===== config.mk =====
export PLATFORM = sky130hd
export DESIGN_NAME = lsu_flat
export DESIGN_NICKNAME = d
export VERILOG_FILES = /design/src/rtl/lsu_pkg.sv /design/src/rtl/lsu_if.sv /design/src/rtl/lsu_align.sv /design/src/rtl/lsu.sv /design/src/flat_wrapper.sv
export SDC_FILE = /design/constraint.sdc
export NUM_CORES = 1
export LEC_CHECK = 0
export CAP_MARGIN = 10
export CORE_ASPECT_RATIO = 1.2
export CORE_MARGIN = 2
export CORE_UTILIZATION = 35
export DETAILED_ROUTE_END_ITERATION = 7
export PLACE_DENSITY_LB_ADDON = 0.2
export SLEW_MARGIN = 20
export SYNTH_ARGS = -nofsm -noshare
export SYNTH_HDL_FRONTEND = slang
export SYNTH_SLANG_ARGS = --single-unit

===== constraint.sdc =====
create_clock -name clk -period 4.9 [get_ports clk]
set_input_delay 0.98 -clock clk [delete_from_list [all_inputs] [get_ports clk]]
set_output_delay 0.98 -clock clk [all_outputs]
set_load 0.02 [all_outputs]

===== src/rtl/lsu_pkg.sv =====
// Shared LSU definitions: memory ALU codes, enable levels, FSM/size encodings and decode helpers.
package lsu_pkg;

    localparam logic ENABLE  = 1'b1;
    localparam logic DISABLE = 1'b0;

    localparam logic [5:0] ALU_LB  = 6'd18;
    localparam logic [5:0] ALU_LH  = 6'd19;
    localparam logic [5:0] ALU_LW  = 6'd20;
    localparam logic [5:0] ALU_LBU = 6'd21;
    localparam logic [5:0] ALU_LHU = 6'd22;
    localparam logic [5:0] ALU_SB  = 6'd23;
    localparam logic [5:0] ALU_SH  = 6'd24;
    localparam logic [5:0] ALU_SW  = 6'd25;

    typedef enum logic [1:0] {LSU_IDLE, LSU_REQ, LSU_WAIT} lsu_state_e;
    typedef enum logic [1:0] {SIZE_BYTE, SIZE_HALF, SIZE_WORD} lsu_size_e;

    function automatic logic is_load(input logic [5:0] code);
        return code inside {ALU_LB, ALU_LH, ALU_LW, ALU_LBU, ALU_LHU};
    endfunction

    function automatic logic is_mem_op(input logic [5:0] code);
        return is_load(code) || (code inside {ALU_SB, ALU_SH, ALU_SW});
    endfunction

    function automatic logic is_unsigned(input logic [5:0] code);
        return code inside {ALU_LBU, ALU_LHU};
    endfunction

    function automatic lsu_size_e access_size(input logic [5:0] code);
        if (code inside {ALU_LB, ALU_LBU, ALU_SB}) return SIZE_BYTE;
        if (code inside {ALU_LH, ALU_LHU, ALU_SH}) return SIZE_HALF;
        return SIZE_WORD;
    endfunction

    function automatic logic is_misaligned(input logic [5:0] code, input logic [1:0] off);
        case (access_size(code))
            SIZE_HALF: return off[0];
            SIZE_WORD: return off != 2'b00;
            default:   return 1'b0;
        endcase
    endfunction

endpackage


===== src/rtl/lsu_if.sv =====
// Data-memory port of the LSU: request/grant handshake with byte lanes and a load response.
interface lsu_if;
    logic        req;
    logic        we;
    logic [31:0] addr;
    logic [3:0]  be;
    logic [31:0] wdata;
    logic        gnt;
    logic        rvalid;
    logic [31:0] rdata;

    modport master (output req, we, addr, be, wdata, input gnt, rvalid, rdata);
    modport slave  (input req, we, addr, be, wdata, output gnt, rvalid, rdata);
endinterface


===== src/rtl/lsu_align.sv =====
// Byte-lane steering for the LSU: store byte enables/replication and load extract/extend.
module lsu_align
    import lsu_pkg::*;
(
    input  logic [5:0]  alucode,
    input  logic [1:0]  off,
    input  logic [31:0] wdata,
    input  logic [31:0] rdata,
    output logic [3:0]  be,
    output logic [31:0] bus_wdata,
    output logic [31:0] load_data
);
    logic [7:0]  byte_v;
    logic [15:0] half_v;
    logic        store;

    // NOTE: every output gets a default first so no path through the case leaves a latch.
    always_comb begin
        be        = 4'b0000;
        bus_wdata = '0;
        load_data = '0;
        store     = !is_load(alucode);
        byte_v    = rdata[{off, 3'b000} +: 8];
        half_v    = rdata[{off[1], 4'b0000} +: 16];
        case (access_size(alucode))
            SIZE_BYTE: begin
                be        = 4'b0001 << off;
                bus_wdata = store ? {4{wdata[7:0]}} : '0;
                load_data = is_unsigned(alucode) ? {24'b0, byte_v} : {{24{byte_v[7]}}, byte_v};
            end
            SIZE_HALF: begin
                be        = 4'b0011 << {off[1], 1'b0};
                bus_wdata = store ? {2{wdata[15:0]}} : '0;
                load_data = is_unsigned(alucode) ? {16'b0, half_v} : {{16{half_v[15]}}, half_v};
            end
            default: begin
                be        = 4'b1111;
                bus_wdata = store ? wdata : '0;
                load_data = rdata;
            end
        endcase
    end

endmodule


===== src/rtl/lsu.sv =====
// Load/store unit: one data-memory access at a time, response timeout, extended load return.
// Optional misaligned-access trap is built when LSU_MISALIGN_TRAP_EN is defined.
module lsu
    import lsu_pkg::*;
#(
    parameter int RESP_TIMEOUT = 255
) (
    input  logic        clk,
    input  logic        rst_n,
    input  logic        valid_i,
    input  logic [5:0]  alucode,
    input  logic [31:0] addr_i,
    input  logic [31:0] wdata_i,
    output logic        ready_o,
    output logic        done_o,
    output logic [31:0] rdata_o,
    output logic        err_o,
`ifdef LSU_MISALIGN_TRAP_EN
    output logic        misaligned_o,
`endif
    lsu_if.master       dmem
);
    localparam int CW = (RESP_TIMEOUT > 1) ? $clog2(RESP_TIMEOUT) : 1;

    lsu_state_e      state;
    logic [5:0]      code_q;
    logic [31:0]     addr_q;
    logic [31:0]     wdata_q;
    logic [CW-1:0]   cnt;
    logic [3:0]      be_c;
    logic [31:0]     wdata_c;
    logic [31:0]     load_data;
    logic            in_req;
    logic            load_q;
    logic            accept;
    logic            finish;
    logic            timeout;

    lsu_align u_align (
        .alucode   (code_q),
        .off       (addr_q[1:0]),
        .wdata     (wdata_q),
        .rdata     (dmem.rdata),
        .be        (be_c),
        .bus_wdata (wdata_c),
        .load_data (load_data)
    );

`ifdef LSU_MISALIGN_TRAP_EN
    // The trap response cycle keeps the FSM in IDLE but must still refuse new work.
    assign ready_o = (state == LSU_IDLE) && !misaligned_o;
`else
    assign ready_o = (state == LSU_IDLE);
`endif

    assign in_req  = (state == LSU_REQ);
    assign load_q  = is_load(code_q);
    assign accept  = ready_o && valid_i && is_mem_op(alucode);
    assign finish  = (in_req && dmem.gnt && !load_q) || ((state == LSU_WAIT) && dmem.rvalid);
    // A transaction that completes on its last allowed cycle wins over the abort.
    assign timeout = (RESP_TIMEOUT != 0) && (state != LSU_IDLE) && !finish
                     && (cnt == CW'(RESP_TIMEOUT - 1));

    assign dmem.req   = in_req;
    assign dmem.we    = in_req ? !load_q : DISABLE;
    assign dmem.addr  = in_req ? {addr_q[31:2], 2'b00} : '0;
    assign dmem.be    = in_req ? be_c : 4'b0000;
    assign dmem.wdata = in_req ? wdata_c : '0;

    // NOTE: sequential state uses non-blocking assignments so every register sees pre-edge values.
    always_ff @(posedge clk or negedge rst_n) begin
        if (!rst_n) begin
            state   <= LSU_IDLE;
            code_q  <= '0;
            addr_q  <= '0;
            wdata_q <= '0;
            cnt     <= '0;
            done_o  <= DISABLE;
            err_o   <= DISABLE;
            rdata_o <= '0;
`ifdef LSU_MISALIGN_TRAP_EN
            misaligned_o <= DISABLE;
`endif
        end else begin
            done_o  <= DISABLE;
            err_o   <= DISABLE;
            rdata_o <= '0;
`ifdef LSU_MISALIGN_TRAP_EN
            misaligned_o <= DISABLE;
`endif
            case (state)
                LSU_IDLE: begin
                    if (accept) begin
                        code_q  <= alucode;
                        addr_q  <= addr_i;
                        wdata_q <= wdata_i;
                        cnt     <= '0;
`ifdef LSU_MISALIGN_TRAP_EN
                        if (is_misaligned(alucode, addr_i[1:0])) begin
                            done_o       <= ENABLE;
                            misaligned_o <= ENABLE;
                        end else begin
                            state <= LSU_REQ;
                        end
`else
                        state <= LSU_REQ;
`endif
                    end
                end
                LSU_REQ, LSU_WAIT: begin
                    cnt <= cnt + 1'b1;
                    if (finish) begin
                        state  <= LSU_IDLE;
                        done_o <= ENABLE;
                        if (state == LSU_WAIT) rdata_o <= load_data;
                    end else if (timeout) begin
                        state  <= LSU_IDLE;
                        done_o <= ENABLE;
                        err_o  <= ENABLE;
                    end else if (in_req && dmem.gnt) begin
                        state <= LSU_WAIT;
                    end
                end
                default: state <= LSU_IDLE;
            endcase
        end
    end

endmodule


===== src/flat_wrapper.sv =====
// flat-port wrapper written by rule: the top's interface ports become plain ports
module lsu_flat import lsu_pkg::*;
#(
    parameter int RESP_TIMEOUT = 255
)
  (clk, rst_n, valid_i, alucode, addr_i, wdata_i, ready_o, done_o, rdata_o, err_o, dmem_req, dmem_we, dmem_addr, dmem_be, dmem_wdata, dmem_gnt, dmem_rvalid, dmem_rdata);
  lsu_if dmem_i ();
  input  logic clk;
  input  logic rst_n;
  input  logic valid_i;
  input  logic [5:0] alucode;
  input  logic [31:0] addr_i;
  input  logic [31:0] wdata_i;
  output logic ready_o;
  output logic done_o;
  output logic [31:0] rdata_o;
  output logic err_o;
  output wire logic [$bits(dmem_i.req)-1:0] dmem_req;
  output wire logic [$bits(dmem_i.we)-1:0] dmem_we;
  output wire logic [$bits(dmem_i.addr)-1:0] dmem_addr;
  output wire logic [$bits(dmem_i.be)-1:0] dmem_be;
  output wire logic [$bits(dmem_i.wdata)-1:0] dmem_wdata;
  input wire logic [$bits(dmem_i.gnt)-1:0] dmem_gnt;
  input wire logic [$bits(dmem_i.rvalid)-1:0] dmem_rvalid;
  input wire logic [$bits(dmem_i.rdata)-1:0] dmem_rdata;
  assign dmem_req = dmem_i.req;
  assign dmem_we = dmem_i.we;
  assign dmem_addr = dmem_i.addr;
  assign dmem_be = dmem_i.be;
  assign dmem_wdata = dmem_i.wdata;
  assign dmem_i.gnt = dmem_gnt;
  assign dmem_i.rvalid = dmem_rvalid;
  assign dmem_i.rdata = dmem_rdata;
  lsu #(.RESP_TIMEOUT(RESP_TIMEOUT)) u_core (.clk(clk), .rst_n(rst_n), .valid_i(valid_i), .alucode(alucode), .addr_i(addr_i), .wdata_i(wdata_i), .ready_o(ready_o), .done_o(done_o), .rdata_o(rdata_o), .err_o(err_o), .dmem(dmem_i));
endmodule

==> reports/summary.log <==
[drt] Post-route DRC 0
[clock_tree] level count of the clock H-tree 4
[clock_tree] worst-case clock buffer depth 2
[outcome] result of the run completed
[hold_path] worst hold path class reg2reg
[clock_tree] number of clock buffers inserted by TritonCTS 17
[setup_path] Critical Path Fanout Max 16
[placed_design] weighted congestion at the end of routability-driven global placement 0.7881
[cells_and_area] number of fill cells in the layout 1440
[sta] final period utilization 0.8611
[global_route] met3 Use GR 0.05516
[flow_run] Max-Cap Viols 0
[synthesis] count of mapped cells out of synthesis 511
[drt] routed wire length 16.16 mm
[setup_path] data required time at the worst endpoint 3.92 ns
[clock_tree] CTS clock-pin slew for the worst setup and hold paths 0.05 ns
[sta] final sum of negative setup slack 0 ns
[synthesis] Mapped Avg Cell Area 11.10 sq um
[setup_path] class of the most critical setup path reg2out
[cells_and_area] fraction of layout instances using a drive strength above 1 0.1671
[setup_path] sort of element at the start of the critical path register
[clock_tree] # clock sinks 114
[synthesis] top-count cell post-synth sky130_fd_sc_hd__dfrtp_1
[synthesis] number of enable-type register cells in the synthesized netlist 0
[global_route] combined global-route utilization of all metal layers 0.1885
[global_route] wire length of the first global-routing pass 25.22 mm
[power_and_ir_drop] maximum ir drop on the vdd rail 0.2797 mV
[sta] worst max-slew margin expressed relative to the limit 0.4510
[synthesis] post-synthesis register bit count 114
[global_route] initial antenna violation count 0
[synthesis] fraction of registers with async set or reset after synthesis 1.000
[setup_path] data arrival time at the worst-slack endpoint 3.24 ns
[placed_design] cell area after placement 7935 sq um
[global_route] M2 GR Usage 0.3113
[synthesis] count of yosys warnings during synthesis 0
[cells_and_area] area growth from synthesis to final layout 50.80%
[sta] minimum clock period 4.219 ns
[floorplanning] initial cell density of the core 0.3529
[synthesis] fraction of the yosys area taken by sequential cells 0.5028
[drt] final routed wire length divided by cell count 17.26 um
[sta] worst clock skew 0.006449 ns
[drt] violation count after the first detailed-routing iteration 327
[sta] achievable frequency 0.2370 GHz
[floorplanning] area of the die 17250 sq um
[synthesis] area of the mapped netlist 5674 sq um
[synthesis] top cells by count, synth sky130_fd_sc_hd__dfrtp_1, sky130_fd_sc_hd__nand2_1, sky130_fd_sc_hd__mux2_2
[placed_design] HPWL reported at the end of detailed placement 11.66 mm
[sta] number of max-slew violations in the final report 0
[cells_and_area] post-route design area 8557 sq um
[global_route] number of global-route vias before repair 4826
[clock_tree] clock tree from TritonCTS built
[drt] number of nets still failing antenna checks after routing 0
[placed_design] number of port buffers 209
[clock_tree] Resized cells post-CTS 0
[global_route] GRT Residual Overflow 0
[floorplanning] top-level port count 212
[drt] post-detailed-route via-to-cell ratio 5.080
[sta] total setup violations reported at the end of the flow 0
[drt] iteration count of the initial detailed-routing pass 6
[cells_and_area] count of inserted antenna diode cells 0
[floorplanning] Die H 143.5 um
[setup_path] critical path endpoint category output pin
[global_route] layer carrying the most global-route usage met2
[synthesis] area share of the largest cell type after synthesis 0.5028
[clock_tree] root cell of the clock tree sky130_fd_sc_hd__clkbuf_16
[synthesis] most used flip-flop cell after synthesis sky130_fd_sc_hd__dfrtp_1
[clock_tree] count of hold-fix buffers inserted at cts 0
[global_route] met1 Track Usage GR 0.2269
[synthesis] main area contributors after synthesis sky130_fd_sc_hd__dfrtp_1, sky130_fd_sc_hd__mux2_2, sky130_fd_sc_hd__nand2_1
[sta] post-route worst hold slack 0.4970 ns
[clock_tree] number of buffers added for setup after CTS 0
[synthesis] Unique masters post-synth 53
[clock_tree] Clk Latency, worst-skew pair 0.41 ns
[global_route] maximum number of pins on one net before global-route repair 88
[floorplanning] core box area 16080 sq um
[floorplanning] die extent in x 120.2 um
[drt] count of vias placed by the detailed router 4755
[sta] final count of hold timing violations 0
[power_and_ir_drop] Power per Cell Area 513.6 nW/um^2
[sta] setup repair after global routing missed its margin no
[sta] Worst Tran Pin Value 0.8235 ns
[power_and_ir_drop] cell leakage power 3.644 nW
[cells_and_area] # nets final 824
[synthesis] cell type with the highest aggregate area in the netlist sky130_fd_sc_hd__dfrtp_1
[floorplanning] Row Count 51
==> area by class of cell <==
type                            count  area (sq um)  area share
Clock inverter                      9         153.9     0.01799
Multi-Input combinational cell    355          2649      0.3095
Sequential cell                   114          2853      0.3334
Inverter                            8         30.03    0.003509
Tap cell                          212         265.3     0.03100
Timing Repair Buffer              215          2138      0.2499
Clock buffer                       23         467.9     0.05469
==> worst paths after layout <==
path | end | cells past startpoint | slack (ns) | from
min reg2reg | u_core.addr_q[30] | 1 | 0.50 | u_core.addr_q[30]
min | u_core.addr_q[30] | 1 | 0.50 | u_core.addr_q[30]
max in group asynchronous | u_core.err_o | 2 | 3.44 | rst_n
max | dmem_wdata[28] | 6 | 0.68 | u_core.code_q[0]
max reg2reg | u_core.wdata_q[21] | 6 | 2.11 | u_core.state[0]
min in group asynchronous | u_core.addr_q[6] | 1 | 0.63 | rst_n
==> metrics by stage <==
step                power, W  worst slack, ns  utilization  std cells
floorplan           0.002516            1.832            -        512
global placement    0.003064            1.277       0.4932        904
detailed placement  0.003121            1.125       0.4935        904
CTS                 0.004440           0.6704       0.5321        936
global route        0.004653           0.3369       0.5321        936
finish              0.004395           0.6805       0.5321        936
==> kinds of logic after synthesis <==
| group | count (synthesis) | share of synthesized area |
|---|---|---|
| compound gates | 94 | 0.1255 |
| other cells | 1 | 0.0006609 |
| fa+ha+maj | 6 | 0.01323 |
| flops | 114 | 0.5028 |
| mux | 79 | 0.1700 |
| simple gates | 172 | 0.1506 |
| xor+xnor | 2 | 0.003088 |
| buf+inv | 43 | 0.03418 |
==> worst max-delay path, stage by stage, from the launching register on <==
cell and delay [ns]:
sky130_fd_sc_hd__dfrtp_1 0.47, sky130_fd_sc_hd__nor4b_1 0.42, sky130_fd_sc_hd__a21oi_1 0.14, sky130_fd_sc_hd__nor2_2 0.55, sky130_fd_sc_hd__nand2_1 0.32, sky130_fd_sc_hd__a21boi_0 0.28
sky130_fd_sc_hd__clkdlybuf4s50_1 0.65
==> state kept, by name, summed over array words and instances, names as in the netlist <==
| register | cells |
|---|---|
| u_core.addr_q | 32 |
| u_core.cnt | 8 |
| u_core.code_q | 6 |
| u_core.done_o | 1 |
| u_core.err_o | 1 |
| u_core.rdata_o | 32 |
| u_core.state | 2 |
| u_core.wdata_q | 32 |
==> power breakdown <==
part	total, W	switching (W)	internal [W]
logic	0.00158	0.000789	0.000786
clock network	0.00130	0.000424	0.000876
registers	0.00152	0.000256	0.00126
==> routing by layer <==
layer	vias to the layer above	part of all wire
met5	-	0
met1	2344	0.40
met2	183	0.51
li1	2200	-
met4	0	0.022
met3	28	0.072
==> layout by cell type, fill, tap and decap left out, types with 8 or more instances in the layout <==
master / Yosys / final
sky130_fd_sc_hd__clkdlybuf4s50_1: 0 / 208
sky130_fd_sc_hd__o21ai_0: 10 / 10
sky130_fd_sc_hd__a21boi_0: 8 / 8
sky130_fd_sc_hd__nor2_1: 14 / 13
sky130_fd_sc_hd__mux2_2: 69 / 69
sky130_fd_sc_hd__a21oi_1: 13 / 13
sky130_fd_sc_hd__clkbuf_16: 0 / 17
sky130_fd_sc_hd__o21a_1: 18 / 18
sky130_fd_sc_hd__and2_1: 33 / 33
sky130_fd_sc_hd__dfrtp_1: 114 / 114
sky130_fd_sc_hd__and3_1: 17 / 17
sky130_fd_sc_hd__nand2_1: 82 / 82
sky130_fd_sc_hd__a22oi_1: 8 / 8
sky130_fd_sc_hd__a31oi_1: 9 / 9
No activity file was read; power rests on OpenSTA's default activity.
